File: src/rtl/trdb_branch_map_unpacker.sv
// Replays a packed branch map (bit 0 oldest, 1 = not taken) as single taken flags; first outcome one cycle after accept.
// Stalls on br_ready_i with stable outputs; takes the next map in the cycle the last outcome is consumed.
module trdb_branch_map_unpacker #(
  parameter int MAP_LEN = 31,
  parameter int CNT_W   = 5
) (
  input  logic               clk_i,
  input  logic               rst_i,
  input  logic               flush_i,
  input  logic               map_valid_i,
  output logic               map_ready_o,
  input  logic [MAP_LEN-1:0] map_i,
  input  logic [CNT_W-1:0]   branches_i,
  output logic               br_valid_o,
  input  logic               br_ready_i,
  output logic               br_taken_o,
  output logic               br_last_o,
  output logic [CNT_W-1:0]   br_idx_o,
  output logic               empty_map_o,
  output logic               busy_o
);

  typedef enum logic {IDLE, DRAIN} state_t;

  state_t             state_q, state_d;
  logic [MAP_LEN-1:0] map_q, map_d;
  logic [CNT_W-1:0]   cnt_q, cnt_d;
  logic [CNT_W-1:0]   idx_q, idx_d;
  logic [CNT_W-1:0]   cnt_in;
  logic               empty_q, empty_d;
  logic               drain, last, consume, accept;

  always_ff @(posedge clk_i) begin
    if (rst_i) begin
      state_q <= IDLE;
      map_q   <= '0;
      cnt_q   <= '0;
      idx_q   <= '0;
      empty_q <= 1'b0;
    end else begin
      state_q <= state_d;
      map_q   <= map_d;
      cnt_q   <= cnt_d;
      idx_q   <= idx_d;
      empty_q <= empty_d;
    end
  end

  always_comb begin
    drain   = (state_q == DRAIN);
    last    = drain && (idx_q == cnt_q - CNT_W'(1));
    consume = drain && br_ready_i;
    // Counts wider than the map are clamped so idx_q never runs past the last stored bit.
    cnt_in  = (int'(branches_i) > MAP_LEN) ? CNT_W'(MAP_LEN) : branches_i;

    map_ready_o = !rst_i && !flush_i && (!drain || (last && br_ready_i));
    accept      = map_valid_i && map_ready_o;

    br_valid_o  = drain;
    br_taken_o  = drain && !map_q[idx_q];
    br_last_o   = last;
    br_idx_o    = drain ? idx_q : '0;
    busy_o      = drain;
    empty_map_o = empty_q;

    state_d = state_q;
    map_d   = map_q;
    cnt_d   = cnt_q;
    idx_d   = idx_q;
    empty_d = 1'b0;

    if (flush_i) begin
      state_d = IDLE;
      cnt_d   = '0;
      idx_d   = '0;
    end else begin
      if (consume) begin
        if (last) begin
          state_d = IDLE;
          idx_d   = '0;
        end else begin
          idx_d = idx_q + CNT_W'(1);
        end
      end
      if (accept) begin
        if (cnt_in == '0) begin
          state_d = IDLE;
          empty_d = 1'b1;
        end else begin
          state_d = DRAIN;
          map_d   = map_i;
          cnt_d   = cnt_in;
          idx_d   = '0;
        end
      end
    end
  end

endmodule

File: config.mk
export PLATFORM = sky130hd
export DESIGN_NAME = trdb_branch_map_unpacker
export DESIGN_NICKNAME = d
export VERILOG_FILES = /design/src/rtl/trdb_branch_map_unpacker.sv
export SDC_FILE = /design/constraint.sdc
export NUM_CORES = 1
export LEC_CHECK = 0
export ABC_CLOCK_PERIOD_IN_PS = 2750
export BUFFER_PORTS_ARGS = -buffer_cell sky130_fd_sc_hd__buf_2
export CAP_MARGIN = 40
export CORE_MARGIN = 4
export CORE_UTILIZATION = 45
export DETAILED_ROUTE_END_ITERATION = 12
export GPL_ROUTABILITY_DRIVEN = 0
export PLACE_DENSITY = 0.73
export SYNTH_ARGS = -nofsm -noshare
export SYNTH_HDL_FRONTEND = slang
export SYNTH_SLANG_ARGS = --single-unit
export TNS_END_PERCENT = 10
File: constraint.sdc
create_clock -name clk_i -period 2.75 [get_ports clk_i]
set_input_delay 0.275 -clock clk_i [delete_from_list [all_inputs] [get_ports clk_i]]
set_output_delay 0.275 -clock clk_i [all_outputs]
set_load 0.03 [all_outputs]
Yosys cells after proc, flatten, opt, wreduce, memory -nomap -nowiden
Cells that the tools add are included.
- word-level logic and storage cells: 44
- register bits after elaboration: 43
- input bits: 41
- output and inout port bits: 11
- multiplexer cells: 12
- add/subtract/negate cells: 2
- magnitude comparators: 1
- bitwise operators: 3
- eq/ne operators: 1
- reductions and logical operators: 20
- operators with widths (operator ; number):
    5-bit 2-to-1 mux ; 5
    1-bit logical AND ; 7
    5-bit by 6-bit < comparator with 1-bit output, second input constant ; 1
    1-bit 2-to-1 mux ; 6
    5-bit by 1-bit adder with 5-bit output, second input constant ; 1
    1-bit binary-select mux with 5-bit select ; 1
    5-bit == test ; 1
    5-bit zero test ; 1
    5-bit by 1-bit subtractor with 5-bit output, second input constant ; 1
    1-bit zero test ; 4
    2-bit AND reduction ; 2
    2-bit nonzero test ; 2
    1-bit NOT ; 3
    3-bit AND reduction ; 1
    3-bit OR reduction ; 1
    2-bit OR reduction ; 1
    1-bit logical OR ; 1

Depth between registers and ports, before layout
Gate-level depths: netlist of the first run.
- depth after elaboration: 9
- depth in mapped cells: 8
- gate-level depth less buffers: 7

Worst setup path after synthesis of the first run
Ideal clock, no wire load.
- path kind: reg-to-output
- from: reg idx_q[0]
- to: out br_taken_o
- cell stages (with the launch flop): 6
- path slack: 333 ps
- data required time: 2475 ps
- arrival time: 2142 ps
- path buffers: 1
- cells stage by stage: dfxtp_1 -> buf_6 -> mux4_2 -> mux4_2 -> nor2b_1 -> a211oi_2
- cells in the longest elaborated chain, start to end: 4
- ends and longest elaborated chain (item ; RTL line ; text):
    from (decl) ; 28 ; logic [CNT_W-1:0] idx_q, idx_d;
    from (signal assigned) ; 44 ; idx_q <= idx_d;
    1-bit binary-select mux with 5-bit select ; 60 ; br_taken_o = drain && !map_q[idx_q];
    1-bit 2-to-1 mux (not written as such) ; 60 ;
    1-bit zero test ; 60 ;
    1-bit logical AND ; 60 ;
    to (decl) ; 16 ; output logic br_taken_o,
Every way passes these cells. The select of a mux whose other input is x is not followed.

Worst setup path after layout of the first run
Ends and elaborated chain as after synthesis.

==> flow_summary_export.csv, run 1 <==
group,metric,value,unit
power_and_ir_drop,clock_power_share,31.9,%
power_and_ir_drop,power.net_switching,0.0003356,W
global_routing,grt_max_degree,64,
die,die_h,84.18,um
yosys,synth_edf_count,0,
sta,relSlewSlack,63.61,%
route,remaining_drc_errors,0,
sta,finalHoldViolations,0,
critical_path,end_kind,"output port",
power_and_ir_drop,swShare,26.53,%
power_and_ir_drop,leakagePower,1.164,nW
critical_path,crit_type,"register to output port",
finish,antenna_cells,0,
route,via_per_inst,5.125,
clocking,cts_tree,"done",
critical_path,worstPathArrival,2.38,ns
min_path,hp-class,"input port to register",
sta,fin_crit,2.656,ns
route,wl_per_cell,14.19,um
yosys,synth_area_per_cell,10.84,um^2
clocking,clock_sinks,43,
route,drtIter0Drc,98,
global_routing,overflow,0,
die,pin_count,52,
sta,fmax,376.6,MHz
yosys,synthArstFlopShare,0,%
route,vias,1850,
finish,seq_area,862.1,um^2
yosys,yosysWarnings,0,
placement,dp_hpwl,3825,um
clocking,clk_pin_slew_worst_paths,0.08,ns
yosys,netlist_instances,241,
clocking,cts_buffer_depth,2,
power_and_ir_drop,pwr-share-comb,15.4,%
finish,final_nets,331,
finish,syn2layout_area_growth,14.33,%
yosys,yosysSeqAreaShare,32.97,%
clocking,cts_buffers,5,
run,max-cap-violations,0,
clocking,holdBufCountCts,0,
global_routing,grt_pass1_vias,1845,
global_routing,track_usage,14.77,%
route,ant_nets,0,
sta,worst_pin_slew,0.5440,ns
placement,dpl.cell_count,353,
critical_path,cp-start-kind,"register",
route,first_pass_iters,4,
power_and_ir_drop,seq_power_share,52.7,%
run_status,outcome,"complete, no violations",
yosys,synth_top_flop_cell,"dfxtp_1",
power_and_ir_drop,ir_drop,206.7,uV
finish,fin_cells,361,
finish,drive_gt1_share,44.64,%
sta,slew_violations,0,
clocking,htreeDepth,2,
finish,multi_input_area,0.001613,mm^2
yosys,syn-cell-area,0.002611,mm^2
sta,setup_violations,0,
critical_path,cp_max_fo,7,
yosys,synth_nets,284,
power_and_ir_drop,power_density,423.7,mW/mm^2
die,die_area,0.007085,mm^2
sta,fin_skew,0.005044,ns
die,start_util,46.85,%
yosys,synth_cell_types,48,
die,core_area,0.005574,mm^2
sta,rsz0062_at_grt,"false",
placement,portBuffers,51,
critical_path,worstPathRequired,2.48,ns
power_and_ir_drop,intPower,0.0009292,W
clocking,cts-root-buf,"clkbuf_8",
sta,fin_crit_sh,96.57,%
clocking,clkLatencyLatePin,0.30,ns
die,row_count,27,
global_routing,antenna_found_initial,0,
route,wirelength,5121,um
global_routing,grt_first_pass_wirelength,8631,um
finish,fillers,522,
yosys,ys_ff_latch,43,
die,die_width,84.18,um
sta,setup-tns-final,0,ns
critical path: stages, from the launching register on:
cell and delay (ns):
dfxtp_2 0.43, mux4_1 0.58, mux4_2 0.46, nor2b_1 0.15
a211oi_2 0.23, buf_2 0.24
layout make-up:
cell class / instances / area share [%]
clock buffer: 5 / 2.305
inverter: 5 / 0.6287
tap: 72 / 3.018
multi-input combinational: 176 / 54.02
sequential: 43 / 28.88
clock inverter: 3 / 0.6706
timing repair buffer: 57 / 10.48
path summary, 6_finish.rpt:
path / to / cells past startpoint / from / slack, ns
worst max-delay path: br_taken_o / 5 / idx_q[0] / 0.09
worst min register to register: map_q[21] / 2 / map_q[21] / 0.48
worst max register to register: map_q[7] / 8 / cnt_q[0] / 0.40
worst min-delay path: map_q[17] / 3 / map_i[17] / 0.22
layer usage:
layer  part of all wire, %  global-route usage, %  wire (um)  vias to the layer above
li1                      -                      -          -                      945
met1                    49                  20.29       2505                      863
met2                    46                  23.31       2357                       35
met3                   3.7                  2.944        190                        7
met4                   1.3                  4.825         67                        0
met5                     0                      0          0                        -
synthesized netlist by cell type, types with 2 or more instances:
cell       n  share of area, %
buf_4      2              0.57
nand2b_1   9               2.2
or2b_1     6               1.7
dfxtp_1   43                33
a211oi_1   3              0.86
o21ai_0    2              0.38
xnor2_1    4               1.3
mux2i_1   32                12
nor2_1     5              0.72
a32o_1     3               1.2
ha_1       2              0.96
nand4_1    2              0.48
o211ai_1   3              0.86
and2_1     7               1.7
nand2_1    5              0.72
or2b_2    47                16
nor3_1     2              0.38
mux4_1     2               2.0
clkbuf_1   8               1.2
nor2b_1    2              0.48
buf_6      5               2.2
nand3_1    2              0.38
o31ai_1    2              0.57
inv_1      5              0.72
mux4_2     7               6.0
a21oi_1    5              0.96
xor2_1     5               1.7
stage by stage:
step	total power (W)	utilization (%)	hold WS (ns)	setup slack [ns]	cell area (um^2)
after global placement	0.0008728	51.94	0.4685	0.3329	2895
after global routing	0.001324	53.56	0.2302	0.005042	2985
after detailed placement	0.0008764	51.94	0.4850	0.2912	2895
after CTS	0.001280	53.56	0.2183	0.07375	2985
after floorplan	0.0008206	-	0.4297	0.3325	2611
final	0.001265	53.56	0.2223	0.09434	2985
power by group through the flow:
| stage | registers [W] | clock network, W | logic (W) |
|---|---|---|---|
| global route | 0.000671 | 0.000439 | 0.000214 |
| global placement | 0.000682 | 0 | 0.000191 |
| floorplan | 0.000674 | 0 | 0.000147 |
| finish | 0.000666 | 0.000403 | 0.000195 |
| detailed placement | 0.000681 | 0 | 0.000195 |
| CTS | 0.000667 | 0.000417 | 0.000196 |
repair_timing:
item                                    CTS  global route
endpoints found under the setup margin    1             0
gates resized for setup                   1             0
buffers inserted                          0             0
state kept, by name, indices dropped and copies added (netlist names):
name,count
map_q,31
cnt_q,5
br_valid_o,1
idx_q,5
empty_map_o,1
layout by cell type (no fill, tap or decap), types with 3 or more instances in the layout:
cell type,count
mux2i_1,32
mux4_2,7
or2b_1,6
and2_1,7
dfxtp_1,42
inv_1,5
xnor2_1,4
buf_4,5
clkbuf_8,5
nor2_1,5
a32o_1,3
buf_2,51
nand2_1,5
o211ai_1,3
a21oi_1,5
nand2b_1,9
a211oi_1,3
or2b_2,47
xor2_1,5
cell families (layout without fill, tap and decap cells):
logic type,after synthesis,after routing,share of synthesized area (%)
buffers and inverters,22,70,5.270
xor gates and xnor gates,9,9,3.018
muxes,41,41,20.32
AOI/OAI and AO/OA,32,32,10.21
adders and majority gates,2,2,0.9582
DFF,43,43,32.97
and+or+nand+nor,92,92,27.26
Power figures use the tool's default switching activity.
==> inputs of run 2 (changes only) <==
--- a/config.mk
+++ b/config.mk
@@ -5,6 +5,7 @@
 export SDC_FILE = /design/constraint.sdc
 export NUM_CORES = 1
 export LEC_CHECK = 0
+export ABC_AREA = 1
 export ABC_CLOCK_PERIOD_IN_PS = 2750
 export BUFFER_PORTS_ARGS = -buffer_cell sky130_fd_sc_hd__buf_2
 export CAP_MARGIN = 40
@@ -12,7 +13,7 @@
 export CORE_UTILIZATION = 45
 export DETAILED_ROUTE_END_ITERATION = 12
 export GPL_ROUTABILITY_DRIVEN = 0
-export PLACE_DENSITY = 0.73
+export PLACE_DENSITY = 0.74
 export SYNTH_ARGS = -nofsm -noshare
 export SYNTH_HDL_FRONTEND = slang
 export SYNTH_SLANG_ARGS = --single-unit
==> flow_summary_export.csv, run 2 <==
group,metric,value,unit
yosys,synth_area_leaders,"dfxtp_1, nand2_1, nor2_1",
clocking,clk_pin_slew_worst_paths,0.08,ns
route,remaining_drc_errors,0,
yosys,synth_top_area_cell,"dfxtp_1",
global_routing,grt_first_pass_wirelength,8611,um
sta,finalHoldViolations,0,
sta,rsz0062_at_grt,"false",
yosys,yosysMostFrequentCell,"nand2_1",
clocking,cts_resized,0,
finish,fillers,515,
die,core_area,0.005107,mm^2
critical_path,crit_buf_inv,3,
critical_path,worstPathRequired,2.48,ns
route,ant_nets,0,
yosys,synth_nets,418,
critical_path,end_kind,"output port",
critical_path,slowest_stage,"dfxtp_1",
sta,fin_crit,2.380,ns
sta,holdWs,0.1993,ns
yosys,yosysSeqAreaShare,36.44,%
die,die_area,0.006473,mm^2
yosys,synth_edf_count,0,
clocking,cts_tree,"done",
yosys,netlist_instances,375,
sta,slew_violations,0,
clocking,cts-root-buf,"clkbuf_8",
yosys,synth_cell_types,28,
critical_path,r2r_cells,13,
die,start_util,46.25,%
critical_path,rrSetupSlack,0.60,ns
sta,worst_pin_slew,0.4848,ns
run,max-cap-violations,0,
finish,antenna_cells,0,
critical_path,crit_type,"register to output port",
power_and_ir_drop,leakagePower,1.486,nW
critical_path,worstPathArrival,2.11,ns
yosys,ys_ff_latch,43,
die,row_count,26,
clocking,clkLatencyLatePin,0.29,ns
finish,fin_cells,492,
placement,dp_hpwl,3786,um
critical_path,cp-start-kind,"register",
finish,top_register,"map_q",
global_routing,antenna_found_initial,0,
sta,fin_skew,0.004405,ns
clocking,post_cts_buffers,0,
yosys,synth_area_per_cell,6.299,um^2
power_and_ir_drop,power.total,0.001258,W
finish,final_cell_mix,"nand2_1, nor2_1, inv_1",
clocking,clock_sinks,43,
min_path,hold_depth,3,
global_routing,overflow,0,
sta,fmax,420.1,MHz
critical_path,cp_max_fo,5,
route,drtIter0Drc,144,
finish,syn2layout_area_growth,17.00,%
global_routing,grt_max_degree,67,
run_status,outcome,"complete, no violations",
yosys,syn-cell-area,0.002362,mm^2
clocking,holdBufCountCts,0,
finish,final_nets,464,
placement,dpl.cell_count,484,
die,die_width,80.46,um
die,die_h,80.46,um
critical_path,path_cells,"inv_1, ha_1, inv_1, nand2_1, nand3_1, nand2_1, nor2_2, nand3_2, a21boi_0, buf_2",
finish,top_regs,"map_q: 31 flops, cnt_q: 5 flops, idx_q: 5 flops",
yosys,synthArstFlopShare,0,%
power_and_ir_drop,ir_drop,250.9,uV
critical_path,critical_path.top_delay_family,"buffers and inverters",
sta,setup_violations,0,
global_routing,track_usage,16.60,%
yosys,ys_top_cells_by_count,"nand2_1, nor2_1, inv_1",
finish,drive_gt1_share,22.27,%
sta,relSlewSlack,67.64,%
power_and_ir_drop,power_density,455.0,mW/mm^2
global_routing,grt_pass1_vias,2009,
route,wl_per_cell,10.43,um
die,pin_count,52,
finish,mostFrequentLayoutCell,"nand2_1",
route,vias,2235,
critical_path,critPathMaxStageDelay,0.41,ns
critical_path,cp.depth,10,
sta,setup-tns-final,0,ns
clocking,cts_buffers,5,
clocking,cts_buffer_depth,2,
route,wirelength,5131,um
sta,fin_crit_sh,86.55,%
finish,largest_reg_flops,31,
clocking,htreeDepth,2,
yosys,synth_top_area_share,36.44,%
route,first_pass_iters,4,
yosys,synth_top_flop_cell,"dfxtp_1",
placement,portBuffers,51,
route,via_per_inst,4.543,
min_path,hp-class,"input port to register",
yosys,yosysWarnings,0,
## run 2: changes by cell type in the layout (fill, tap and decap cells not counted), sizes merged, moves of 5 or more
cell    previous run  this run
o21ai              4        14
mux2i             32         0
nand2              5       119
inv                5        57
and2               7         0
or2b              53         0
nand3              2        16
nand2b             9         0
nor2               5        80
mux4               9         0
a211oi             5         0
## run 2: cells by family after synthesis
logic type | after synthesis | share of synthesized area [%]
flip-flops | 43 | 36.44
AND/OR/NAND/NOR | 219 | 38.93
XOR/XNOR | 3 | 1.112
buffers and inverters | 75 | 14.46
AO/OA/AOI/OAI | 33 | 7.999
adder cells (fa/ha/maj) | 2 | 1.059
## run 2: cell type report
cell class / count / area, um^2 / area share (%)
clock buffer: 8 / 100.1 / 3.622
inverter: 57 / 214.0 / 7.741
multi-input combinational: 257 / 1169 / 42.28
sequential: 43 / 860.8 / 31.15
tap: 70 / 87.58 / 3.169
timing repair buffer: 57 / 332.8 / 12.04
## run 2: worst reg2reg max path: stages, from the launching register on
cell and delay (ns):
dfxtp_1 0.41, inv_1 0.08, ha_1 0.25, inv_1 0.09, nand2_1 0.05, nand3_1 0.07
nand2_1 0.06, nor2_2 0.13, nand3_2 0.12, nand2_2 0.10, nand4_4 0.16, buf_12 0.25
nor2_1 0.21, nor2_1 0.06
## run 2: path summary, 6_finish.rpt
check             from     endpoint
min          map_i[17]    map_q[17]
max reg2reg   cnt_q[0]    map_q[26]
min reg2reg  map_q[28]    map_q[28]
max           cnt_q[0]  map_ready_o
## run 2: layer usage
layer  global-route usage, %  vias up  routed length [um]
li1                        -     1217                   -
met1                   21.38      958                2330
met2                   28.06       52                2426
met3                   3.700        8                 320
met4                   4.054        0                  54
met5                       0        -                   0
## run 2: power by group
| group | internal, W | switching [W] |
|---|---|---|
| logic | 0.0000687 | 0.0000932 |
| clock network | 0.000229 | 0.000205 |
| registers | 0.000649 | 0.0000122 |
| total | 0.000947 | 0.000311 |
## run 2: stage by stage
stage          util [%]  worst slack, ns  cell area (um^2)
2_1_floorplan         -           0.5030              2362
3_3_place_gp      51.62           0.6697              2636
3_5_place_dp      52.16           0.6449              2664
4_1_cts           54.12           0.3726              2764
5_1_grt           54.12           0.1573              2764
6_report          54.12           0.3699              2764
==> inputs of run 3 (changes only) <==
--- a/config.mk
+++ b/config.mk
@@ -13,7 +13,7 @@
 export CORE_UTILIZATION = 45
 export DETAILED_ROUTE_END_ITERATION = 12
 export GPL_ROUTABILITY_DRIVEN = 0
-export PLACE_DENSITY = 0.74
+export PLACE_DENSITY = 0.73
 export SYNTH_ARGS = -nofsm -noshare
 export SYNTH_HDL_FRONTEND = slang
 export SYNTH_SLANG_ARGS = --single-unit
==> flow_summary_export.csv, run 3 (same netlist as run 2, synthesis figures left out) <==
group,metric,value,unit
run_status,outcome,"complete, no violations",
sta,worst_pin_slew,0.4355,ns
route,vias,2264,
critical_path,end_kind,"output port",
clocking,clock_sinks,43,
min_path,hp-class,"input port to register",
power_and_ir_drop,clock_power_share,34.9,%
die,die_area,0.006473,mm^2
finish,top_register,"map_q",
route,wirelength,5337,um
sta,timing.final.ws_setup,0.3233,ns
global_routing,grt_pass1_vias,2113,
power_and_ir_drop,power.net_switching,0.0003205,W
critical_path,cp_max_fo,5,
die,pin_count,52,
critical_path,worstPathRequired,2.48,ns
sta,finalHoldViolations,0,
min_path,hold_depth,3,
clocking,cts_resized,0,
finish,stdcell_area,0.002786,mm^2
finish,final_nets,467,
clocking,clk_pin_slew_worst_paths,0.08,ns
power_and_ir_drop,power_density,455.7,mW/mm^2
critical_path,cp-start-kind,"register",
sta,fin_skew,0.006128,ns
global_routing,overflow,0,
route,remaining_drc_errors,0,
clocking,cts_buffers,5,
die,die_width,80.46,um
clocking,cts_buffer_depth,2,
finish,mostFrequentLayoutCell,"nand2_1",
sta,setup_violations,0,
sta,slew_violations,0,
sta,setup-tns-final,0,ns
power_and_ir_drop,swShare,25.24,%
critical_path,crit_type,"register to output port",
clocking,clkLatencyLatePin,0.30,ns
route,wl_per_cell,10.78,um
power_and_ir_drop,leakagePower,1.499,nW
route,via_per_inst,4.574,
sta,fmax,412.1,MHz
sta,fin_crit,2.427,ns
finish,fillers,535,
global_routing,track_usage,17.56,%
sta,holdWs,0.1910,ns
placement,portBuffers,51,
power_and_ir_drop,intPower,0.0009493,W
clocking,cts_tree,"done",
finish,drive_gt1_share,22.82,%
placement,dp_hpwl,3941,um
die,die_h,80.46,um
placement,dpl_cell_area,0.002686,mm^2
clocking,post_cts_buffers,0,
power_and_ir_drop,seq_power_share,52.1,%
clocking,htreeDepth,2,
clocking,cts-root-buf,"clkbuf_8",
finish,final_cell_mix,"nand2_1, nor2_1, inv_1",
sta,relSlewSlack,70.93,%
global_routing,grt_max_degree,32,
placement,dp_slack,0.6094,ns
finish,syn2layout_area_growth,17.96,%
finish,antenna_cells,0,
finish,top_regs,"map_q: 31 flops, cnt_q: 5 flops, idx_q: 5 flops",
die,row_count,26,
die,start_util,46.25,%
die,core_area,0.005107,mm^2
sta,rsz0062_at_grt,"false",
power_and_ir_drop,ir_drop,206.8,uV
global_routing,grt_first_pass_wirelength,9094,um
run,max-cap-violations,0,
sta,fin_crit_sh,88.24,%
route,ant_nets,0,
global_routing,antenna_found_initial,0,
clocking,holdBufCountCts,0,
power_and_ir_drop,power.total,0.001270,W
route,first_pass_iters,4,
critical_path,worstPathArrival,2.15,ns
power_and_ir_drop,pwr-share-comb,13.1,%
finish,largest_reg_flops,31,
critical_path,r2r_cells,15,
route,drtIter0Drc,111,
run 3: cell types whose count changed in the layout (fill, tap and decap cells not counted):
cell   change
buf_4      +3
run 3: per-layer routing:
metal  vias to the layer above  share of wire [%]  track usage, %
li1                       1224                  -               -
met1                       996                 47           22.37
met2                        38                 48           29.30
met3                         6                4.2           3.924
met4                         0                1.3           5.574
met5                         -                  0               0
run 3: layout make-up:
cell class	count	area, um^2	share of cell area (%)
flip-flops and latches	43	860.8	30.89
clock buffers	8	100.1	3.592
well taps	70	87.58	3.143
multi-input cells	257	1169	41.94
repair buffers	60	355.3	12.75
inverters	57	214.0	7.678
run 3: power groups by stage:
stage | Sequential [W] | Combinational [W] | Clock [W]
final | 0.000661 | 0.000166 | 0.000443
after CTS | 0.000661 | 0.000167 | 0.000454
after floorplan | 0.000672 | 0.000112 | 0
after global placement | 0.000675 | 0.000158 | 0
after global routing | 0.000664 | 0.000190 | 0.000474
after detailed placement | 0.000676 | 0.000165 | 0
run 3: final timing paths:
| path | start | end | slack [ns] |
|---|---|---|---|
| worst min register to register | map_q[24] | map_q[24] | 0.52 |
| worst min-delay path | map_i[8] | map_q[8] | 0.19 |
| worst max register to register | cnt_q[0] | map_q[2] | 0.59 |
| worst max-delay path | cnt_q[0] | map_ready_o | 0.32 |
run 3: critical path, cell delays in order, from the launching register on:
cell      delay, ns
dfxtp_1        0.40
inv_1          0.07
ha_1           0.25
inv_1          0.09
nand2_1        0.05
nand3_1        0.08
nand2_1        0.06
nor2_2         0.13
nand3_2        0.11
a21boi_0       0.34
buf_2          0.28
run 3: per-stage QoR:
stage | cells | utilization, %
after floorplan | 375 | -
after global placement | 486 | 52.06
after detailed placement | 487 | 52.60
after CTS | 495 | 54.56
after global routing | 495 | 54.56
final | 495 | 54.56
